File: src/rtl/usb_rx_dpll_pkg.sv
// usb_rx_dpll_pkg
//   Shared types for the USB receive front end: line state and receiver
//   state encodings, the default speed selection, and the pin-pair to
//   line-state decode.
//   No ports (package).
package usb_rx_dpll_pkg;

  localparam bit USB_FULL_SPEED = 1'b1;

  typedef enum logic [1:0] {
    SE0 = 2'b00,
    J   = 2'b01,
    K   = 2'b10,
    SE1 = 2'b11
  } line_state_t;

  typedef enum logic [1:0] {
    IDLE   = 2'b00,
    ACTIVE = 2'b01,
    EOP    = 2'b10
  } rx_state_t;

  // Full speed idles with D+ high, low speed idles with D- high.
  function automatic line_state_t decode_line(input logic dp, input logic dm,
                                              input bit fs);
    line_state_t ls;
    case ({dp, dm})
      2'b00:   ls = SE0;
      2'b11:   ls = SE1;
      2'b10:   ls = fs ? J : K;
      default: ls = fs ? K : J;
    endcase
    return ls;
  endfunction

endpackage

File: src/rtl/usb_rx_dpll_sync2.sv
// usb_sync2
//   Two-flop synchroniser for one asynchronous pin.
//   Ports:
//     clk_i   in  synchroniser clock
//     rst_ni  in  asynchronous reset, active low (flops load RST_VAL)
//     d_i     in  asynchronous input
//     q_o     out synchronised output
module usb_sync2 #(
  parameter logic RST_VAL = 1'b0
) (
  input  logic clk_i,
  input  logic rst_ni,
  input  logic d_i,
  output logic q_o
);

  logic r_meta;
  logic r_sync;

  always_ff @(posedge clk_i or negedge rst_ni) begin
    if (!rst_ni) begin
      r_meta <= RST_VAL;
      r_sync <= RST_VAL;
    end else begin
      r_meta <= d_i;
      r_sync <= r_meta;
    end
  end

  assign q_o = r_sync;

endmodule

File: src/rtl/usb_rx_dpll.sv
// usb_rx_dpll
//   USB receive front end running at 4x the bit rate. Synchronises D+/D-,
//   decodes the line state, recovers bit centres with a 4-phase DPLL, tracks
//   packet activity from the first K to EOP, and detects bus reset.
//   Ports:
//     clk_i        in   clk_usb, 4x bit rate
//     rst_ni       in   asynchronous reset, active low
//     dp_i, dm_i   in   raw D+/D- pins (asynchronous)
//     line_o       out  synchronised line state
//     strobe_o     out  one-clock pulse at recovered bit centre
//     bit_o        out  sampled level (1 = J), valid with strobe_o, held after
//     rx_active_o  out  packet in progress
//     eop_o        out  one-clock pulse on a valid EOP
//     rx_err_o     out  one-clock pulse on SE1 or malformed EOP
//     usb_reset_o  out  SE0 held for RESET_CYCLES clocks
//
//   Receiver states (advance on strobe only; bus reset forces IDLE):
//     state  | meaning
//     IDLE   | bus idle, waiting for the first K of SYNC
//     ACTIVE | packet in progress
//     EOP    | SE0 seen, expecting at most one more SE0 then J
module usb_rx_dpll
  import usb_rx_dpll_pkg::*;
#(
  parameter bit FULL_SPEED   = USB_FULL_SPEED,
  parameter int RESET_CYCLES = FULL_SPEED ? 120 : 15
) (
  input  logic        clk_i,
  input  logic        rst_ni,
  input  logic        dp_i,
  input  logic        dm_i,
  output line_state_t line_o,
  output logic        strobe_o,
  output logic        bit_o,
  output logic        rx_active_o,
  output logic        eop_o,
  output logic        rx_err_o,
  output logic        usb_reset_o
);

  localparam int CW = $clog2(RESET_CYCLES + 1);
  localparam logic [CW-1:0] RST_CNT = CW'(RESET_CYCLES);

  logic        w_dp;
  logic        w_dm;
  line_state_t w_line;
  logic        w_edge;
  logic        w_strobe;
  logic        w_is_j;
  logic        w_usb_reset;

  line_state_t r_line_q;
  logic [1:0]  r_phase;
  logic        r_bit;
  logic [CW-1:0] r_se0_cnt;
  rx_state_t   r_state;
  logic [1:0]  r_eop_cnt;
  logic        r_active;
  logic        r_eop;
  logic        r_err;

  // Flops reset to the idle (J) level so release never fakes an edge.
  usb_sync2 #(.RST_VAL(FULL_SPEED)) u_sync_dp (
    .clk_i  (clk_i),
    .rst_ni (rst_ni),
    .d_i    (dp_i),
    .q_o    (w_dp)
  );

  usb_sync2 #(.RST_VAL(!FULL_SPEED)) u_sync_dm (
    .clk_i  (clk_i),
    .rst_ni (rst_ni),
    .d_i    (dm_i),
    .q_o    (w_dm)
  );

  assign w_line   = decode_line(w_dp, w_dm, FULL_SPEED);
  assign w_edge   = (w_line != r_line_q);
  assign w_strobe = (r_phase == 2'd2);
  assign w_is_j   = (w_line == J);

  // Edge reloads phase 1 so the next strobe lands two clocks later, mid-bit.
  always_ff @(posedge clk_i or negedge rst_ni) begin
    if (!rst_ni) begin
      r_line_q <= J;
      r_phase  <= 2'd0;
      r_bit    <= 1'b0;
    end else begin
      r_line_q <= w_line;
      r_phase  <= w_edge ? 2'd1 : r_phase + 2'd1;
      if (w_strobe) r_bit <= w_is_j;
    end
  end

  always_ff @(posedge clk_i or negedge rst_ni) begin
    if (!rst_ni) begin
      r_se0_cnt <= '0;
    end else if (w_line == SE0) begin
      if (r_se0_cnt != RST_CNT) r_se0_cnt <= r_se0_cnt + 1'b1;
    end else begin
      r_se0_cnt <= '0;
    end
  end

  assign w_usb_reset = (r_se0_cnt == RST_CNT);

  always_ff @(posedge clk_i or negedge rst_ni) begin
    if (!rst_ni) begin
      r_state   <= IDLE;
      r_eop_cnt <= 2'd0;
      r_active  <= 1'b0;
      r_eop     <= 1'b0;
      r_err     <= 1'b0;
    end else begin
      r_eop <= 1'b0;
      r_err <= 1'b0;
      if (w_usb_reset) begin
        r_state   <= IDLE;
        r_eop_cnt <= 2'd0;
        r_active  <= 1'b0;
      end else if (w_strobe) begin
        case (r_state)
          IDLE: begin
            if (w_line == K) begin
              r_state  <= ACTIVE;
              r_active <= 1'b1;
            end
          end
          ACTIVE: begin
            case (w_line)
              SE0: begin
                r_state   <= EOP;
                r_eop_cnt <= 2'd1;
              end
              SE1: begin
                r_state  <= IDLE;
                r_active <= 1'b0;
                r_err    <= 1'b1;
              end
              default: ;
            endcase
          end
          EOP: begin
            case (w_line)
              SE0: begin
                if (r_eop_cnt == 2'd2) begin
                  r_state  <= IDLE;
                  r_active <= 1'b0;
                  r_err    <= 1'b1;
                end else begin
                  r_eop_cnt <= r_eop_cnt + 2'd1;
                end
              end
              J: begin
                r_state  <= IDLE;
                r_active <= 1'b0;
                r_eop    <= 1'b1;
              end
              default: begin
                r_state  <= IDLE;
                r_active <= 1'b0;
                r_err    <= 1'b1;
              end
            endcase
          end
          default: begin
            r_state  <= IDLE;
            r_active <= 1'b0;
          end
        endcase
      end
    end
  end

  assign line_o      = w_line;
  assign strobe_o    = w_strobe;
  assign bit_o       = w_strobe ? w_is_j : r_bit;
  assign rx_active_o = r_active;
  assign eop_o       = r_eop;
  assign rx_err_o    = r_err;
  assign usb_reset_o = w_usb_reset;

endmodule

File: config.mk
export PLATFORM = sky130hd
export DESIGN_NAME = usb_rx_dpll
export DESIGN_NICKNAME = d
export VERILOG_FILES = /design/src/rtl/usb_rx_dpll_pkg.sv /design/src/rtl/usb_rx_dpll_sync2.sv /design/src/rtl/usb_rx_dpll.sv
export SDC_FILE = /design/constraint.sdc
export NUM_CORES = 1
export LEC_CHECK = 0
export ABC_AREA = 1
export CORE_MARGIN = 8
export CORE_UTILIZATION = 52
export CTS_BUF_LIST = sky130_fd_sc_hd__clkbuf_4 sky130_fd_sc_hd__clkbuf_8
export CTS_CLUSTER_DIAMETER = 30
export DETAILED_ROUTE_END_ITERATION = 10
export PLACE_DENSITY = 0.83
export SLEW_MARGIN = 40
export SYNTH_ARGS = -nofsm -noshare
export SYNTH_HDL_FRONTEND = slang
export SYNTH_SLANG_ARGS = --single-unit
File: constraint.sdc
create_clock -name clk_i -period 1.3 [get_ports clk_i]
set_input_delay 0.325 -clock clk_i [delete_from_list [all_inputs] [get_ports clk_i]]
set_output_delay 0.325 -clock clk_i [all_outputs]
set_load 0.02 [all_outputs]
==> results.sh <==
export IMPL_grt_pass1_vias=968
export IMPL_fin_skew_ns=0.0102
export IMPL_layout_min_cycle_time_ns=1.70
export IMPL_fin_cells=202
export IMPL_routedWlPerCell_um=24.5
export IMPL_worst_slack_ns=-0.400
export IMPL_crit_required_ns=0.98
export IMPL_path_class="flop to output port"
export IMPL_critPathMaxFanout=3
export IMPL_grt_use_total_pct=13.4
export IMPL_postRouteAntennaNets=0
export IMPL_areaGrowthSynthToFinish_pct=71.7
export IMPL_synthMuxAreaShare_pct=0
export IMPL_syn_num_nets=128
export IMPL_die_h_um=62.3
export IMPL_dp_cells=174
export IMPL_slowest_stage="dfrtp_1"
export IMPL_drive_gt1_share_pct=69.1
export IMPL_port_buffers=11
export IMPL_slowest_delay_ns=0.43
export IMPL_num_rows=16
export IMPL_rsz0062_at_grt="yes"
export IMPL_grt_pass1_wl_mm=4.25
export IMPL_postSynthCellCount=117
export IMPL_synth_compound_area_share_pct=6.40
export IMPL_whs_ns=0.321
export IMPL_totalWireLength_mm=4.94
export IMPL_initial_utilization_pct=56.2
export IMPL_clockRootBuffer="clkbuf_4"
export IMPL_worstPathArrival_ns=1.37
export IMPL_ys_ff_latch=23
export IMPL_min_path_type="input port to asynchronous set/reset pin"
export IMPL_drt_iter0_markers=100
export IMPL_crit_family="flip-flops"
export IMPL_path_buf_inv=3
export IMPL_synth_top_family_by_area="simple AND/OR/NAND/NOR gates"
export IMPL_clk_pin_slew_worst_paths_ns=0.14
export IMPL_post_dp_hpwl_mm=1.74
export IMPL_synth_cell_types=26
export IMPL_mostFrequentLayoutCells="30 x buf_4, 20 x dfrtp_1, 20 x buf_6"
export IMPL_finalHoldViolCount=0
export IMPL_fin_total_pwr_mw=2.06
export IMPL_firstDrtPassIters=4
export IMPL_clockBufferDepth=2
export IMPL_grt_max_degree=24
export IMPL_synthXorXnorAreaFrac_pct=3.15
export IMPL_vias=1203
export IMPL_die_w_um=62.3
export IMPL_numCtsBuffers=3
export IMPL_final_common_cell="buf_4"
export IMPL_yosysTopAreaCell="dfrtp_1"
export IMPL_drc=0
export IMPL_final_nets=187
export IMPL_htreeDepth=1
export IMPL_io_pins=12
export IMPL_grt_ovfl_total=0
export IMPL_failed_checks="negative setup slack"
export IMPL_relSlewSlack_pct=75.2
export IMPL_tightest_slew_ns=0.368
export IMPL_r2r_start="r_se0_cnt[1]$_DFFE_PN0P_"
export IMPL_gp_congestion=0.848
export IMPL_cts_hold_buf=0
export IMPL_cts_tree="yes"
export IMPL_synth_seq_area_share_pct=52.0
export IMPL_endpoint_kind="output port"
export IMPL_synth_area_um2=1110
export IMPL_ys_warn_count=0
export IMPL_place_ws_ns=-0.512
export IMPL_cp_cell_sequence="inv_2 -> ha_4 -> inv_4 -> o21ai_4 -> buf_6"
export IMPL_outcome="finished, violations left"
export IMPL_clkLatencyLatePin_ns=0.34
export IMPL_antenna_cells=0
export IMPL_synth_area_leaders="dfrtp_1 45%, ha_1 7.9%, dfstp_2 7.1%"
export IMPL_ir_drop_mv=1.32
export IMPL_worstSetupStartpoint="r_phase[0]$_DFF_PN0_"
export IMPL_fin_util_pct=96.5
export IMPL_cap_violations=0
export IMPL_p_leak_nw=0.851
export IMPL_die_area_um2=3880
export IMPL_yosys_area_top_type_share_pct=44.9
export IMPL_vias_per_cell=5.96
export IMPL_power_density_nw_per_um2=1080
export IMPL_max_freq_mhz=588
export IMPL_clock_sinks=23
export IMPL_synth_simple_gate_area_share_pct=23.8
export IMPL_setup_viol=18
export IMPL_grt_antenna_before_repair=0
export IMPL_fp_coreArea_um2=1980
export IMPL_cp_start_kind="flop"
export IMPL_maxSlewViolCount=0
export IMPL_postSynthAreaPerCell_um2=9.52
export IMPL_synth_fa_ha_area_share_pct=7.87
export IMPL_layout_worst_path_cycle_share_pct=131
==> registers in the layout, indices dropped and copies added (netlist names) <==
| name | count |
|---|---|
| eop_o | 1 |
| r_bit | 1 |
| r_eop_cnt | 2 |
| r_line_q | 2 |
| r_phase | 2 |
| r_se0_cnt | 7 |
| r_state | 2 |
| rx_active_o | 1 |
| rx_err_o | 1 |
| u_sync_dm.q_o | 1 |
| u_sync_dm.r_meta | 1 |
| u_sync_dp.q_o | 1 |
| u_sync_dp.r_meta | 1 |
==> Yosys cell counts, drive strengths merged <==
master  instances
a211oi          1
ha              7
nor3b           1
xnor2           3
clkinv          1
clkbuf          2
dfrtp          20
xor2            1
a21oi           4
nand2          21
nor2           15
nor3            1
inv            14
dfstp           3
nor4            1
nand4           1
o21ai           8
nand3          12
buf             1
==> per-layer routing <==
metal | GRT usage (%) | part of all wire [%] | vias up
met4 | 7.69 | 7.9 | 0
met2 | 21.6 | 48 | 109
met5 | 0 | 0 | -
met1 | 16.0 | 36 | 573
met3 | 2.87 | 8.2 | 31
li1 | - | - | 490
==> through the flow <==
step | TNS, ns | area, um2
finish | -3.37 | 1910
CTS | -1.23 | 1570
global route | -3.85 | 1910
global placement | -1.63 | 1450
floorplan | 0 | 1140
detailed placement | -1.95 | 1450
==> path summary, 6_finish.rpt <==
kind / end / cells after the start / slack (ns)
setup reg to reg: r_eop_cnt[1]$_DFFE_PN0P_ / 9 / -0.28
setup / recovery: bit_o / 5 / -0.40
min in group clk_i: u_sync_dp.q_o$_DFF_PN1_ / 0 / 0.37
hold reg to reg: u_sync_dp.q_o$_DFF_PN1_ / 0 / 0.37
hold / removal: eop_o$_DFF_PN0_ / 2 / 0.32
max in group asynchronous: u_sync_dp.r_meta$_DFF_PN1_ / 2 / 0.76
==> report_power, final <==
| group | switching, mW | leakage [nW] | internal (mW) |
|---|---|---|---|
| Clock | 0.243 | 0.0177 | 0.116 |
| Sequential | 0.0708 | 0.294 | 0.794 |
| Combinational | 0.469 | 0.539 | 0.368 |
==> layout make-up <==
class,instances,area [um2]
tap,27,33.8
fill,34,70.1
timing repair buffer,57,515
clock inverter,1,5.00
sequential,23,579
clock buffer,3,22.5
inverter,15,61.3
multi-input combinational,76,694
==> cell families after synthesis <==
family | Yosys count
fa+ha+maj | 7
xor+xnor | 4
compound gates | 13
flops | 23
simple gates | 52
buf+inv | 18
==> worst reg2reg max path: stages (launching register included) <==
cell	delay [ns]
dfrtp_1	0.42
inv_2	0.08
ha_4	0.15
buf_4	0.11
buf_6	0.09
nand4_4	0.16
buf_6	0.21
nand2_4	0.08
nand3_1	0.10
nand2_1	0.11
==> what timing repair did <==
action,4_1_cts,5_1_grt
pin swaps,2,22
setup buffers,6,20
gates resized for setup,57,68
setup endpoints to repair,15,19
Note: power is estimated with default switching activity, not from simulation.
